File: src/rtl/alu_pkg.sv
// rtl/alu_pkg.sv - ALU op codes and decoder constants shared by ALU control and EX stage
package alu_pkg;

    typedef enum logic [2:0] {
        ALU_AND = 3'b000,
        ALU_OR  = 3'b001,
        ALU_ADD = 3'b010,
        ALU_XOR = 3'b011,
        ALU_NOR = 3'b100,
        ALU_SUB = 3'b110,
        ALU_SLT = 3'b111
    } alu_ctrl_e;

    // 101 is unassigned; it still travels down the pipe, flagged as illegal
    localparam logic [2:0] ALU_ILLEGAL = 3'b101;

    localparam logic [5:0] FUNCT_ADD  = 6'h20;
    localparam logic [5:0] FUNCT_ADDU = 6'h21;
    localparam logic [5:0] FUNCT_SUB  = 6'h22;
    localparam logic [5:0] FUNCT_SUBU = 6'h23;
    localparam logic [5:0] FUNCT_AND  = 6'h24;
    localparam logic [5:0] FUNCT_OR   = 6'h25;
    localparam logic [5:0] FUNCT_XOR  = 6'h26;
    localparam logic [5:0] FUNCT_NOR  = 6'h27;
    localparam logic [5:0] FUNCT_SLT  = 6'h2a;

    localparam logic [1:0] ALUOP_MEM    = 2'b00;
    localparam logic [1:0] ALUOP_BRANCH = 2'b01;
    localparam logic [1:0] ALUOP_RTYPE  = 2'b10;

    function automatic logic is_illegal_ctrl(input logic [2:0] ctrl);
        return ctrl == ALU_ILLEGAL;
    endfunction

endpackage

File: src/rtl/ex_alu_stage_if.sv
// rtl/ex_alu_stage_if.sv - ID/EX input and EX/MEM output handshake bundle
interface ex_alu_stage_if #(
    parameter int WIDTH  = 32,
    parameter int REG_AW = 5
);
    logic              InValid__i;
    logic              InReady__o;
    logic [2:0]        ALUCtrl__i;
    logic [WIDTH-1:0]  OperandA__i;
    logic [WIDTH-1:0]  OperandB__i;
    logic [REG_AW-1:0] DestReg__i;
    logic              Flush__i;
    logic              OutValid__o;
    logic              OutReady__i;
    logic [WIDTH-1:0]  Result__o;
    logic              Zero__o;
    logic              Overflow__o;
    logic              IllegalOp__o;
    logic [REG_AW-1:0] DestReg__o;

    modport master (
        output InValid__i, ALUCtrl__i, OperandA__i, OperandB__i, DestReg__i, Flush__i, OutReady__i,
        input  InReady__o, OutValid__o, Result__o, Zero__o, Overflow__o, IllegalOp__o, DestReg__o
    );

    modport slave (
        input  InValid__i, ALUCtrl__i, OperandA__i, OperandB__i, DestReg__i, Flush__i, OutReady__i,
        output InReady__o, OutValid__o, Result__o, Zero__o, Overflow__o, IllegalOp__o, DestReg__o
    );
endinterface

File: src/rtl/alu_core.sv
// rtl/alu_core.sv - combinational MIPS ALU: result, zero, signed overflow, illegal-op flag
module alu_core
    import alu_pkg::*;
#(
    parameter int WIDTH = 32
) (
    input  logic [2:0]       ctrl,
    input  logic [WIDTH-1:0] a,
    input  logic [WIDTH-1:0] b,
    output logic [WIDTH-1:0] result,
    output logic             zero,
    output logic             ovf,
    output logic             illegal
);
    localparam int MSB = WIDTH - 1;

    logic [WIDTH-1:0] sum;
    logic [WIDTH-1:0] diff;
    logic             ovf_add;
    logic             ovf_sub;

    always_comb begin
        sum     = a + b;
        diff    = a - b;
        ovf_add = (a[MSB] == b[MSB]) && (sum[MSB] != a[MSB]);
        ovf_sub = (a[MSB] != b[MSB]) && (diff[MSB] != a[MSB]);
        result  = '0;
        ovf     = 1'b0;
        illegal = is_illegal_ctrl(ctrl);
        case (ctrl)
            ALU_AND: result = a & b;
            ALU_OR:  result = a | b;
            ALU_XOR: result = a ^ b;
            ALU_NOR: result = ~(a | b);
            ALU_ADD: begin
                result = sum;
                ovf    = ovf_add;
            end
            ALU_SUB: begin
                result = diff;
                ovf    = ovf_sub;
            end
            // Correcting the difference sign with overflow keeps SLT right at the extremes
            ALU_SLT: result = {{(WIDTH-1){1'b0}}, diff[MSB] ^ ovf_sub};
            default: result = '0;
        endcase
    end

    assign zero = (result == '0);

endmodule

File: src/rtl/ex_alu_stage.sv
// rtl/ex_alu_stage.sv - EX stage: ID/EX slot, ALU, EX/MEM slot with valid/ready and flush
module ex_alu_stage
    import alu_pkg::*;
#(
    parameter int WIDTH  = 32,
    parameter int REG_AW = 5
) (
    input  logic           Clk__i,
    input  logic           Reset_n__i,
    ex_alu_stage_if.slave  bus
);
    logic              s1_valid_q, s1_valid_d;
    logic [2:0]        s1_ctrl_q, s1_ctrl_d;
    logic [WIDTH-1:0]  s1_a_q, s1_a_d;
    logic [WIDTH-1:0]  s1_b_q, s1_b_d;
    logic [REG_AW-1:0] s1_dest_q, s1_dest_d;

    logic              s2_valid_q, s2_valid_d;
    logic [WIDTH-1:0]  s2_result_q, s2_result_d;
    logic              s2_zero_q, s2_zero_d;
    logic              s2_ovf_q, s2_ovf_d;
    logic              s2_ill_q, s2_ill_d;
    logic [REG_AW-1:0] s2_dest_q, s2_dest_d;

    logic              s2_free;
    logic              advance;
    logic              in_xfer;
    logic              out_xfer;

    logic [WIDTH-1:0]  alu_result;
    logic              alu_zero;
    logic              alu_ovf;
    logic              alu_ill;

    alu_core #(.WIDTH(WIDTH)) u_alu (
        .ctrl    (s1_ctrl_q),
        .a       (s1_a_q),
        .b       (s1_b_q),
        .result  (alu_result),
        .zero    (alu_zero),
        .ovf     (alu_ovf),
        .illegal (alu_ill)
    );

    always_comb begin
        s2_free  = !s2_valid_q || bus.OutReady__i;
        advance  = s1_valid_q && s2_free;
        in_xfer  = bus.InValid__i && (!s1_valid_q || s2_free);
        out_xfer = s2_valid_q && bus.OutReady__i;

        s1_valid_d  = s1_valid_q;
        s1_ctrl_d   = s1_ctrl_q;
        s1_a_d      = s1_a_q;
        s1_b_d      = s1_b_q;
        s1_dest_d   = s1_dest_q;
        s2_valid_d  = s2_valid_q;
        s2_result_d = s2_result_q;
        s2_zero_d   = s2_zero_q;
        s2_ovf_d    = s2_ovf_q;
        s2_ill_d    = s2_ill_q;
        s2_dest_d   = s2_dest_q;

        if (in_xfer) begin
            s1_ctrl_d = bus.ALUCtrl__i;
            s1_a_d    = bus.OperandA__i;
            s1_b_d    = bus.OperandB__i;
            s1_dest_d = bus.DestReg__i;
        end
        if (advance) begin
            s2_result_d = alu_result;
            s2_zero_d   = alu_zero;
            s2_ovf_d    = alu_ovf;
            s2_ill_d    = alu_ill;
            s2_dest_d   = s1_dest_q;
        end

        // Flush only kills valid bits; data may go stale since outputs are valid-qualified
        if (bus.Flush__i) begin
            s1_valid_d = 1'b0;
            s2_valid_d = 1'b0;
        end else begin
            if (in_xfer) begin
                s1_valid_d = 1'b1;
            end else if (advance) begin
                s1_valid_d = 1'b0;
            end
            if (advance) begin
                s2_valid_d = 1'b1;
            end else if (out_xfer) begin
                s2_valid_d = 1'b0;
            end
        end
    end

    always_ff @(posedge Clk__i or negedge Reset_n__i) begin
        if (!Reset_n__i) begin
            s1_valid_q  <= 1'b0;
            s1_ctrl_q   <= '0;
            s1_a_q      <= '0;
            s1_b_q      <= '0;
            s1_dest_q   <= '0;
            s2_valid_q  <= 1'b0;
            s2_result_q <= '0;
            s2_zero_q   <= 1'b0;
            s2_ovf_q    <= 1'b0;
            s2_ill_q    <= 1'b0;
            s2_dest_q   <= '0;
        end else begin
            s1_valid_q  <= s1_valid_d;
            s1_ctrl_q   <= s1_ctrl_d;
            s1_a_q      <= s1_a_d;
            s1_b_q      <= s1_b_d;
            s1_dest_q   <= s1_dest_d;
            s2_valid_q  <= s2_valid_d;
            s2_result_q <= s2_result_d;
            s2_zero_q   <= s2_zero_d;
            s2_ovf_q    <= s2_ovf_d;
            s2_ill_q    <= s2_ill_d;
            s2_dest_q   <= s2_dest_d;
        end
    end

    assign bus.InReady__o   = !s1_valid_q || s2_free;
    assign bus.OutValid__o  = s2_valid_q;
    assign bus.Result__o    = s2_result_q;
    assign bus.Zero__o      = s2_zero_q;
    assign bus.Overflow__o  = s2_ovf_q;
    assign bus.IllegalOp__o = s2_ill_q;
    assign bus.DestReg__o   = s2_dest_q;

endmodule

File: src/flat_wrapper.sv
// flat-port wrapper written by rule: the top's interface ports become plain ports
module ex_alu_stage_flat import alu_pkg::*;
#(
    parameter int WIDTH  = 32,
    parameter int REG_AW = 5
)
  (Clk__i, Reset_n__i, bus_InValid__i, bus_ALUCtrl__i, bus_OperandA__i, bus_OperandB__i, bus_DestReg__i, bus_Flush__i, bus_OutReady__i, bus_InReady__o, bus_OutValid__o, bus_Result__o, bus_Zero__o, bus_Overflow__o, bus_IllegalOp__o, bus_DestReg__o);
  ex_alu_stage_if #(.WIDTH(WIDTH), .REG_AW(REG_AW)) bus_i ();
  input  logic Clk__i;
  input  logic Reset_n__i;
  input wire logic [$bits(bus_i.InValid__i)-1:0] bus_InValid__i;
  input wire logic [$bits(bus_i.ALUCtrl__i)-1:0] bus_ALUCtrl__i;
  input wire logic [$bits(bus_i.OperandA__i)-1:0] bus_OperandA__i;
  input wire logic [$bits(bus_i.OperandB__i)-1:0] bus_OperandB__i;
  input wire logic [$bits(bus_i.DestReg__i)-1:0] bus_DestReg__i;
  input wire logic [$bits(bus_i.Flush__i)-1:0] bus_Flush__i;
  input wire logic [$bits(bus_i.OutReady__i)-1:0] bus_OutReady__i;
  output wire logic [$bits(bus_i.InReady__o)-1:0] bus_InReady__o;
  output wire logic [$bits(bus_i.OutValid__o)-1:0] bus_OutValid__o;
  output wire logic [$bits(bus_i.Result__o)-1:0] bus_Result__o;
  output wire logic [$bits(bus_i.Zero__o)-1:0] bus_Zero__o;
  output wire logic [$bits(bus_i.Overflow__o)-1:0] bus_Overflow__o;
  output wire logic [$bits(bus_i.IllegalOp__o)-1:0] bus_IllegalOp__o;
  output wire logic [$bits(bus_i.DestReg__o)-1:0] bus_DestReg__o;
  assign bus_i.InValid__i = bus_InValid__i;
  assign bus_i.ALUCtrl__i = bus_ALUCtrl__i;
  assign bus_i.OperandA__i = bus_OperandA__i;
  assign bus_i.OperandB__i = bus_OperandB__i;
  assign bus_i.DestReg__i = bus_DestReg__i;
  assign bus_i.Flush__i = bus_Flush__i;
  assign bus_i.OutReady__i = bus_OutReady__i;
  assign bus_InReady__o = bus_i.InReady__o;
  assign bus_OutValid__o = bus_i.OutValid__o;
  assign bus_Result__o = bus_i.Result__o;
  assign bus_Zero__o = bus_i.Zero__o;
  assign bus_Overflow__o = bus_i.Overflow__o;
  assign bus_IllegalOp__o = bus_i.IllegalOp__o;
  assign bus_DestReg__o = bus_i.DestReg__o;
  ex_alu_stage #(.WIDTH(WIDTH), .REG_AW(REG_AW)) u_core (.Clk__i(Clk__i), .Reset_n__i(Reset_n__i), .bus(bus_i));
endmodule
File: config.mk
export PLATFORM = sky130hd
export DESIGN_NAME = ex_alu_stage_flat
export DESIGN_NICKNAME = d
export VERILOG_FILES = /design/src/rtl/alu_pkg.sv /design/src/rtl/ex_alu_stage_if.sv /design/src/rtl/alu_core.sv /design/src/rtl/ex_alu_stage.sv /design/src/flat_wrapper.sv
export SDC_FILE = /design/constraint.sdc
export NUM_CORES = 1
export LEC_CHECK = 0
export CAP_MARGIN = 20
export CORE_ASPECT_RATIO = 1.4
export CORE_MARGIN = 3
export CORE_UTILIZATION = 50
export CTS_CLUSTER_DIAMETER = 120
export DETAILED_ROUTE_END_ITERATION = 16
export PLACE_DENSITY = 0.72
export REMOVE_ABC_BUFFERS = 1
export SYNTH_ARGS = -nofsm -noshare
export SYNTH_HDL_FRONTEND = slang
export SYNTH_SLANG_ARGS = --single-unit
File: constraint.sdc
create_clock -name Clk__i -period 11.68 [get_ports Clk__i]
set_clock_uncertainty 0.15 [all_clocks]
set_input_delay 2.336 -clock Clk__i [delete_from_list [all_inputs] [get_ports Clk__i]]
set_output_delay 2.336 -clock Clk__i [all_outputs]
set_load 0.1 [all_outputs]
==> results of run 1 <==
## synth_stat cells (all sizes together), types with 17 or more instances
| master | number |
|---|---|
| a21oi | 88 |
| dfrtp | 114 |
| o211ai | 17 |
| buf | 24 |
| clkbuf | 48 |
| nand3 | 24 |
| inv | 104 |
| nand2 | 82 |
| o21ai | 78 |
| ha | 99 |
| mux2i | 25 |
| nor2 | 81 |
| nor3 | 32 |
| mux2 | 92 |
## worst min path at each step
stage | start | end | slack, ps | cells after the start
after floorplan | u_core.s1_dest_q[0]$_DFFE_PN0P_ | u_core.bus.DestReg__o[0]$_DFFE_PN0P_ | 330 | 1
after global placement | u_core.bus.Result__o[11]$_DFFE_PN0P_ | u_core.bus.Result__o[11]$_DFFE_PN0P_ | 310 | 1
after detailed placement | u_core.bus.Result__o[11]$_DFFE_PN0P_ | u_core.bus.Result__o[11]$_DFFE_PN0P_ | 320 | 1
after CTS | u_core.bus.Result__o[11]$_DFFE_PN0P_ | u_core.bus.Result__o[11]$_DFFE_PN0P_ | 330 | 1
after global routing | u_core.bus.Result__o[11]$_DFFE_PN0P_ | u_core.bus.Result__o[11]$_DFFE_PN0P_ | 350 | 1
final | u_core.bus.Result__o[11]$_DFFE_PN0P_ | u_core.bus.Result__o[11]$_DFFE_PN0P_ | 330 | 1
## per-stage QoR
step           setup WS (ps)  area [um2]
2_1_floorplan           6070        9910
3_3_place_gp            5050       11500
3_5_place_dp            5040       11500
4_1_cts                 5040       12200
5_1_grt                 4970       12200
6_report                5040       12200
## cell type report
cell class,instances,share of cell area [%]
flip-flops and latches,114,23.5
clock inverters,14,1.66
clock buffers,18,3.61
multi-input cells,896,55.0
well taps,252,2.59
repair buffers,131,10.5
inverters,104,3.21
## placed cells by master, fill, tap and decap left out, types with 13 or more instances in the layout
master and n:
a31oi_1 15, a21oi_1 88, dfrtp_1 113, inv_1 104
a22oi_1 16, mux2_2 92, ha_1 99, xnor2_1 13
nand2_1 80, nand3_1 24, nor2b_1 13, nand2b_1 16
a211oi_1 14, nor2_1 80, buf_4 14, nor3_1 30
clkbuf_16 17, o211ai_1 17, clkdlybuf4s50_1 117, mux2i_1 25
o21ai_0 78
## logic make-up after synthesis
| family | count (synthesis) | share of synthesized area [%] |
|---|---|---|
| mux | 117 | 12.6 |
| xor+xnor | 15 | 1.29 |
| flops | 114 | 28.0 |
| simple gates | 301 | 14.1 |
| buf+inv | 176 | 6.77 |
| compound gates | 361 | 24.5 |
| fa+ha+maj | 102 | 12.7 |
## layer usage
metal  part of all wire [%]  vias up  track usage, %  wire length, um
met3                    5.2      106            4.19             1670
met5                      0        -               0                0
met4                    5.5        0            15.7             1780
met1                     38     4559            31.8            12100
met2                     52      405            51.7            16600
li1                       -     4455               -                -
## critical path: stages
cell	delay, ps
clkdlybuf4s50_1	470
nor2b_1	60
nand2_1	130
clkdlybuf4s50_1	1150
## sequential cells by signal, summed over array words and instances (netlist names), 3 cells and up
signal and count:
u_core.bus.Result__o 32, u_core.s1_dest_q 5, u_core.bus.DestReg__o 5, u_core.s1_ctrl_q 3
u_core.s1_a_q 32, u_core.s1_b_q 32
## power by group through the flow
stage	clock network [uW]	registers, uW	logic, uW
after detailed placement	0	517	1120
after floorplan	0	813	509
after global placement	0	513	1110
after CTS	585	510	1120
final	576	509	1140
after global routing	602	520	1200
==> results.toml, run 1 <==
[cells_and_area]
final_cells = 1529
final_core_util_pct = 60.8
final_nets = 1443
diodes = 0
regArea_um2 = 2850
syn2layout_area_growth_pct = 19.1
multi_input_comb_area_um2 = 6680
fill_cells = 1837
drive_gt1_share_pct = 13.2

[synth]
synth-edff-count = 0
synth_area_um2 = 10200
synth_cell_types = 84
avgSynthCellArea_um2 = 8.61
synth_top_area_share_pct = 28.0
synth_flop_cell = "dfrtp_1"
ys_top_cells_by_area = "dfrtp_1, ha_1, mux2_2, a21oi_1, o21ai_0"
yosysSeqAreaShare_pct = 28.0
async_flop_share_pct = 100
netlist_instances = 1186
ys_warn_count = 0
ys_ff_latch = 114
synth_top_cell_by_area = "dfrtp_1"

[detailed_routing]
avgViaCountPerCell = 6.23
antenna_left = 0
totalWireLength_um = 32100
drcViolationCount = 0
firstDrtPassIters = 6
wl_per_cell_um = 21.0
vias = 9525
drt_iter0_drc = 902

[pwr]
leakage_uw = 0.00531
pwr-share-clk_pct = 25.9
p_sw_uw = 1040
seqPwrFrac_pct = 22.9
netSwitchingFraction_pct = 46.7
p_comb_share_pct = 51.2
p_total_uw = 2220
cellPowerDensity_nw_per_um2 = 183
vdd_drop_max_mv = 0.109
intPower_uw = 1180

[timing]
fin_tns_setup_ps = 0
grt_setup_unrepaired = "false"
post-route-period-util_pct = 56.8
period_needed_ps = 6640
whs_ps = 326
worst_pin_slew_ps = 989
finalSetupViolations = 0
max_freq_mhz = 151
drv_slew = 0
max-slew-margin-rel_pct = 33.9
hold_violations = 0

[critical_path]
crit_start = "bus_OutReady__i"
worstSetupEndpointType = "primary output"
timing.rr.end = "u_core.bus.Zero__o$_DFFE_PN0P_"
cp.required_ps = 9190
worstPathArrival_ps = 4150
cp-start-kind = "primary input"
endpoint = "bus_InReady__o"
path_class = "in2out"
r2r_start = "u_core.s1_b_q[10]$_DFFE_PN0P_"
crit_path_max_fanout = 3
reg2reg_depth = 22
ff2ff_setup_slack_ps = 5410

[place]
dp_hpwl_um = 23100
gp_congestion = 0.951
numPortBuffers = 118
dp.cells = 1497

[global_route]
grt-ovfl-total = 0
grt_pass1_wl_um = 50500
grt_pass1_vias = 9683
grt_max_degree = 74
antenna_found_initial = 0
grtUsageTotal_pct = 28.6

[outcome]
outcome = "finished, final reports clean"

[clock_tree]
cts_buffers = 17
tritoncts = "done"
ctsHoldBuffers = 0
cts_setup_buffers = 0
cts.path.max_buffers = 2
clk_latency_ps = 430
cts.sinks = 114
htreeDepth = 4
clkTransAtPathRegs_ps = 50
cts.repair.resized = 0
cts-root-buf = "clkbuf_16"

[die]
start_util_pct = 51.0
rows = 61
core_um2 = 20000
die_w_um = 127
dieArea_um2 = 22200
fp.dieH_um = 175
num_io_pins = 119

[run]
maxCapViolCount = 0

[min_path]
hp-class = "reg2reg"
No activity file was read; power rests on OpenSTA's default activity.
==> run 2, diff against run 1 <==
clock period = 6.25 ns   (was 11.68 ns; I/O delays follow)
==> results.toml, run 2 (synthesis gave the netlist of run 1 again) <==
[critical_path]
path_class = "reg2reg"
worstSetupEndpointType = "flip-flop"
crit_path_max_fanout = 12
cp.required_ps = 6430
worstPathArrival_ps = 6020
cp-start-kind = "flip-flop"

[cells_and_area]
drive_gt1_share_pct = 13.8
syn2layout_area_growth_pct = 18.9
final_common_cell = "clkdlybuf4s50_1"
layout_common_cells = "clkdlybuf4s50_1, dfrtp_1, inv_1"
fin_area_um2 = 12100
diodes = 0
final_cells = 1538
final_nets = 1452

[clock_tree]
clkTransAtPathRegs_ps = 60
cts.sinks = 114
cts_setup_buffers = 0
tritoncts = "done"
cts-root-buf = "clkbuf_16"
cts_buffers = 17
cts.path.max_buffers = 2
cts.repair.resized = 0
clk_latency_ps = 440
htreeDepth = 4
ctsHoldBuffers = 0

[pwr]
vdd_drop_max_mv = 0.218
leakage_uw = 0.00531
p_total_uw = 4020
cellPowerDensity_nw_per_um2 = 332

[detailed_routing]
wl_per_cell_um = 21.1
vias = 9589
firstDrtPassIters = 6
antenna_left = 0
totalWireLength_um = 32400
drcViolationCount = 0
drt_iter0_drc = 1048
avgViaCountPerCell = 6.23

[die]
dieArea_um2 = 22200
rows = 61
core_um2 = 20000
fp.dieH_um = 175
num_io_pins = 119
start_util_pct = 51.0
die_w_um = 127

[timing]
worst_pin_slew_ps = 1020
fin_tns_setup_ps = 0
grt_setup_unrepaired = "false"
finalWorstSetupSlack_ps = 414
max-slew-margin-rel_pct = 31.9
max_freq_mhz = 171
drv_slew = 0
finalSetupViolations = 0
post-route-period-util_pct = 93.4
period_needed_ps = 5840
hold_violations = 0

[place]
post_dp_cell_area_um2 = 11600
place_ws_ps = 490
dp.cells = 1506
numPortBuffers = 118
gp_congestion = 0.957
dp_hpwl_um = 23800

[global_route]
grt_max_degree = 73
grtUsageTotal_pct = 29.1
antenna_found_initial = 0
grt_pass1_vias = 9569
grt-ovfl-total = 0
grt_pass1_wl_um = 51200

[min_path]
hp-class = "reg2reg"

[run]
maxCapViolCount = 0

[outcome]
outcome = "finished, final reports clean"
run 2: critical path: stages, from the launching register on:
cell,delay [ps]
dfrtp_1,360
inv_1,70
ha_1,430
or4_4,630
nor3_2,150
a21boi_2,220
o211ai_1,180
a21bo_2,280
a311o_1,280
a21oi_1,140
o21ai_0,80
a21oi_1,180
nor2_1,90
fa_1,420
mux2_2,270
a21oi_1,170
and3_1,170
nand4_1,100
nor4_1,260
buf_4,180
nand4_1,90
nor4_1,360
nand4_1,160
o41ai_2,300
run 2: power breakdown:
group | internal (uW) | switching (uW) | total (uW) | leakage [uW]
logic | 677 | 1460 | 2140 | 0.00367
clock network | 516 | 415 | 931 | 0.000267
registers | 864 | 88.2 | 952 | 0.00137
run 2: path summary, 6_finish.rpt:
check	start	to	slack (ps)	cells past startpoint
worst max-delay path	u_core.s1_b_q[8]$_DFFE_PN0P_	u_core.bus.Zero__o$_DFFE_PN0P_	410	23
worst min-delay path	u_core.bus.Result__o[17]$_DFFE_PN0P_	u_core.bus.Result__o[17]$_DFFE_PN0P_	330	2
worst max register to register	u_core.s1_b_q[8]$_DFFE_PN0P_	u_core.bus.Zero__o$_DFFE_PN0P_	410	23
worst min register to register	u_core.bus.Result__o[17]$_DFFE_PN0P_	u_core.bus.Result__o[17]$_DFFE_PN0P_	330	2
max in group asynchronous	Reset_n__i	u_core.s1_a_q[17]$_DFFE_PN0P_	4020	2
min in group asynchronous	Reset_n__i	u_core.bus.Result__o[12]$_DFFE_PN0P_	760	1
run 2: final cells by class:
| type | instances | area (um2) |
|---|---|---|
| timing repair buffer | 140 | 1340 |
| tap | 252 | 315 |
| sequential | 114 | 2850 |
| fill | 1801 | 7860 |
| clock buffer | 17 | 425 |
| inverter | 104 | 390 |
| multi-input combinational | 896 | 6680 |
| clock inverter | 15 | 124 |
run 2: stage by stage:
| step | hold slack [ps] | util [%] |
|---|---|---|
| floorplan | 325 | - |
| global placement | 311 | 57.9 |
| detailed placement | 319 | 57.9 |
| CTS | 332 | 60.7 |
| global route | 347 | 60.7 |
| finish | 327 | 60.7 |
run 2: metal layers:
layer  up-vias  routed length [um]  GRT usage (%)
met5         -                   0              0
met4         0                1730           15.3
met3       122                1700           4.34
met2       431               16500           51.4
met1      4561               12400           33.6
li1       4475                   -              -
